File: src/rtl/interrupt_controller_4.sv
// interrupt_controller_4
//   Four-line edge-triggered interrupt controller with a mask register,
//   fixed-priority arbitration (line 3 highest) and a three-state
//   present / acknowledge / end-of-interrupt handshake with the CPU.
//
// Ports
//   clk        in   system clock; all state changes on the rising edge
//   rst        in   synchronous active-high reset
//   req[3:0]   in   raw request lines; a rising edge latches the line pending
//   mask_we    in   load mask from mask_in this cycle
//   mask_in    in   new mask value (1 = line masked)
//   ack        in   CPU accepts the presented interrupt (used in PRESENT only)
//   eoi        in   CPU finished servicing (used in WAIT_EOI only)
//   irq        out  interrupt presented to the CPU
//   id[1:0]    out  index of the presented or in-service line
//   pending    out  latched pending bits, independent of mask
//   mask       out  current mask register
//   in_service out  high while waiting for eoi
//   lost_cnt   out  saturating count of cycles in which an edge hit a
//                   line that was already pending
//
// Handshake: irq is a level held from entry into PRESENT until the cycle
// after ack is sampled; ack is only honoured while irq is high, and eoi is
// only honoured while in_service is high. Both outputs come straight from
// the state register.
module interrupt_controller_4 (
   input  logic       clk,
   input  logic       rst,
   input  logic [3:0] req,
   input  logic       mask_we,
   input  logic [3:0] mask_in,
   input  logic       ack,
   input  logic       eoi,
   output logic       irq,
   output logic [1:0] id,
   output logic [3:0] pending,
   output logic [3:0] mask,
   output logic       in_service,
   output logic [3:0] lost_cnt
);

   typedef enum logic [1:0] {
      IDLE     = 2'd0,
      PRESENT  = 2'd1,
      WAIT_EOI = 2'd2
   } state_t;

   state_t     state;
   state_t     state_nxt;
   logic [3:0] req_q;
   logic [3:0] rise;
   logic [3:0] eligible;
   logic [3:0] clr_vec;
   logic [3:0] pending_nxt;
   logic [1:0] winner;
   logic [1:0] id_nxt;
   logic       ack_take;
   logic       lost_hit;

   assign rise     = req & ~req_q;
   assign eligible = pending & ~mask;
   assign ack_take = (state == PRESENT) && ack;

   // Clear of the acknowledged line; a fresh edge on that same line in the
   // same cycle overrides the clear, and is not counted as lost because the
   // old event is being consumed at that moment.
   assign clr_vec     = ack_take ? (4'b0001 << id) : 4'b0000;
   assign pending_nxt = (pending & ~clr_vec) | rise;
   assign lost_hit    = |(rise & pending & ~clr_vec);

   // Fixed priority: highest set eligible bit wins.
   always_comb begin
      winner = 2'd0;
      if (eligible[3])      winner = 2'd3;
      else if (eligible[2]) winner = 2'd2;
      else if (eligible[1]) winner = 2'd1;
      else                  winner = 2'd0;
   end

   always_comb begin
      state_nxt = state;
      id_nxt    = id;
      case (state)
         IDLE: begin
            if (|eligible) begin
               id_nxt    = winner;
               state_nxt = PRESENT;
            end
         end
         PRESENT: begin
            // id is frozen here: no preemption and no effect from masking.
            if (ack) state_nxt = WAIT_EOI;
         end
         WAIT_EOI: begin
            if (eoi) state_nxt = IDLE;
         end
         default: state_nxt = IDLE;
      endcase
   end

   assign irq        = (state == PRESENT);
   assign in_service = (state == WAIT_EOI);

   always_ff @(posedge clk) begin
      if (rst) begin
         state    <= IDLE;
         id       <= 2'd0;
         pending  <= 4'b0000;
         mask     <= 4'b0000;
         lost_cnt <= 4'd0;
         // Loading the live request value means a line held high across
         // reset does not look like a new edge afterwards.
         req_q    <= req;
      end else begin
         state   <= state_nxt;
         id      <= id_nxt;
         pending <= pending_nxt;
         req_q   <= req;
         if (mask_we) mask <= mask_in;
         if (lost_hit && (lost_cnt != 4'd15)) lost_cnt <= lost_cnt + 4'd1;
      end
   end

endmodule
File: config.mk
export PLATFORM = sky130hd
export DESIGN_NAME = interrupt_controller_4
export DESIGN_NICKNAME = d
export VERILOG_FILES = /design/src/rtl/interrupt_controller_4.sv
export SDC_FILE = /design/constraint.sdc
export NUM_CORES = 1
export LEC_CHECK = 0
export CAP_MARGIN = 5
export CELL_PAD_IN_SITES_DETAIL_PLACEMENT = 0
export CELL_PAD_IN_SITES_GLOBAL_PLACEMENT = 1
export CORE_MARGIN = 8
export CORE_UTILIZATION = 37
export CTS_BUF_LIST = sky130_fd_sc_hd__clkbuf_8
export DETAILED_ROUTE_END_ITERATION = 12
export PLACE_DENSITY_LB_ADDON = 0.1
export SLEW_MARGIN = 20
export SYNTH_ARGS = -nofsm -noshare
export SYNTH_HDL_FRONTEND = slang
export SYNTH_SLANG_ARGS = --single-unit
File: constraint.sdc
create_clock -name clk -period 4.2 [get_ports clk]
set_input_delay 0.84 -clock clk [delete_from_list [all_inputs] [get_ports clk]]
set_output_delay 0.84 -clock clk [all_outputs]
set_load 0.005 [all_outputs]
==> results.cfg <==
[floorplanning]
core-area_um2 = 2230
io-pin-count = 29
rows = 17
start_util = 0.393
die_height_um = 64.7
die_w_um = 64.7
die-area_um2 = 4180

[synthesis]
yosys.area_share.adder = 0.0143
synth_flop_cell = dfxtp_1
ys_seq_elements = 20
synthXorXnorAreaFrac = 0
syn_inst = 89
async_reset_ff_frac = 0
yosys-top-cells-area = dfxtp_1 46%, nand2b_1 6.4%, mux2i_1 5.7%
netlist_top_cells_count = 20 x dfxtp_1, 11 x nor2_1, 9 x nand2b_1
synth.most_common_cell = dfxtp_1
yosysSeqAreaShare = 0.456
syn_nets = 103
synth_edf_count = 0
yosys_warnings = 0
synth_area_per_cell_um2 = 9.85
yosys.area_share.simple = 0.180
syn-cell-area_um2 = 877
synth.largest_area_cell = dfxtp_1
synth_top_family_by_area = compound AO/OA/AOI/OAI gates
yosysUniqueCellTypes = 28
synth-compound-area-share = 0.241
synth_top_cell_area_share = 0.456
synthMuxAreaShare = 0.0742

[finish]
drive_gt1_frac = 0.0855
antenna_cells = 0
num-nets-final = 133
syn2layout_area_growth_pct = 39.4

[setup_path]
crit_path_start_kind = register
rr_worst_depth = 5
cp_cell_sequence = nor2b_1 > clkdlybuf4s50_1
worstPathMaxFanout = 7
critical_path_class = reg -> out
slowest_stage = clkdlybuf4s50_1
reg2reg_slack_ps = 2580
max_stage_delay_ps = 570
arrival_ps = 1500
cp-startpoint = state[1]
r2r_start = id[0]
cp-end-kind = primary output
cp_data_required_time_ps = 3360

[clock_network]
h-tree-depth = 1
clk_latency_ps = 250
tritoncts = done
clock_path_buffers = 2
cts.clk_slew.worst_paths_ps = 70
root_buffer = clkbuf_8
clock_sinks = 20
cts_setup_buffers = 0
cts_buffers = 3
ctsHoldBuffers = 0
postCtsResizedCells = 0

[route]
wl_per_cell_um = 13.6
first_pass_iters = 4
wl_um = 1980
drc = 0
vias = 725
routed_via_density = 5.00
wl_met3_um = 155
drtIter0Drc = 12
top_layer = met4
ant_nets = 0
wl_met1_um = 825
routed-wl-met2_um = 982

[power]
pwr-share-clk = 0.285
power_frac_seq = 0.514
switching_share = 0.250
share_comb_of_total_power = 0.200
p_leak_nw = 0.466
p_switching_w = 0.000106
peakVddDrop_mv = 0.202
p_per_area_nw_per_um2 = 346
intPower_w = 0.000318

[sta]
fmax_mhz = 428
hold_ws_ps = 516
tightestPinTransition_ps = 667
fin_setup_tns_ps = 0
min_period_ps = 2340
period_share = 0.557
maxSlewHeadroom = 0.554
fin_skew_ps = 4.29
setup_viol = 0
drv_slew = 0
rsz0062_at_grt = no
finalHoldViolCount = 0

[global_routing]
grt_pass1_vias = 780
grt_pass1_wl_um = 3550
antenna_found_initial = 0
track_usage = 0.104
grt_max_degree = 19
grt_overflow = 0

[placement]
hpwl_um = 1570
gp_congestion = 0.734
port_buffers = 28

[min_path]
hold_class = reg -> reg
holdCritStartpoint = pending[1]
holdPathStages = 2

[run_status]
outcome = complete, no violations

[run]
drv_cap = 0
==> cells in the final DEF (no fill, tap or decap), types with 2 or more instances in the layout <==
cell,instances
a21o_1,2
a21oi_1,4
a22oi_1,2
clkbuf_8,3
clkdlybuf4s50_1,28
dfxtp_1,20
inv_1,5
mux2i_1,5
nand2_1,3
nand2b_1,9
nand3_1,3
nor2_1,11
nor2b_1,2
o21ai_0,3
o21ai_1,2
o41ai_2,2
==> flip-flops by register name, indices dropped and copies added, names as in the netlist <==
register	count
mask	4
req_q	4
id	2
lost_cnt	4
pending	4
state	2
==> area by class of cell <==
class | count | area [µm²]
Multi-Input combinational cell | 61 | 447
Fill cell | 219 | 1010
Clock buffer | 3 | 41.3
Tap cell | 28 | 35.0
Timing Repair Buffer | 28 | 280
Sequential cell | 20 | 400
Inverter | 5 | 18.8
==> path summary, 6_finish.rpt <==
| kind | end |
|---|---|
| setup / recovery | in_service |
| hold / removal | pending[1] |
| setup reg to reg | lost_cnt[0] |
| hold reg to reg | pending[1] |
==> per-stage QoR <==
stage	util	total power (W)	area [µm²]	cells	setup slack (ps)
3_3_place_gp	0.529	0.000307	1180	142	1740
4_1_cts	0.547	0.000430	1220	145	1860
2_1_floorplan	-	0.000263	877	89	2310
5_1_grt	0.547	0.000449	1220	145	1790
6_report	0.547	0.000423	1220	145	1860
3_5_place_dp	0.529	0.000308	1180	142	1700
==> layer usage <==
layer	track usage	vias up
li1	-	373
met1	0.113	334
met2	0.178	16
met3	0.0395	2
met4	0.0409	0
met5	0	-
==> worst max-delay path, delay by kind of cell (launching register included) <==
| family | cells | cell delay [ps] |
|---|---|---|
| buf+inv | 1 | 570 |
| flops | 1 | 440 |
| simple gates | 1 | 240 |
==> logic make-up after synthesis <==
logic type               after synthesis
AND/OR/NAND/NOR                       31
AO/OA/AOI/OAI                         23
flip-flops                            20
buffers and inverters                  8
multiplexers                           6
adder cells (fa/ha/maj)                1
==> power groups by stage <==
| stage | Combinational [W] | Clock, W | Sequential [W] |
|---|---|---|---|
| finish | 0.0000848 | 0.000121 | 0.000218 |
| floorplan | 0.0000436 | 0 | 0.000220 |
| CTS | 0.0000864 | 0.000126 | 0.000218 |
| detailed placement | 0.0000859 | 0 | 0.000222 |
| global route | 0.0000955 | 0.000134 | 0.000220 |
| global placement | 0.0000849 | 0 | 0.000222 |
Power figures use the tool's default switching activity.
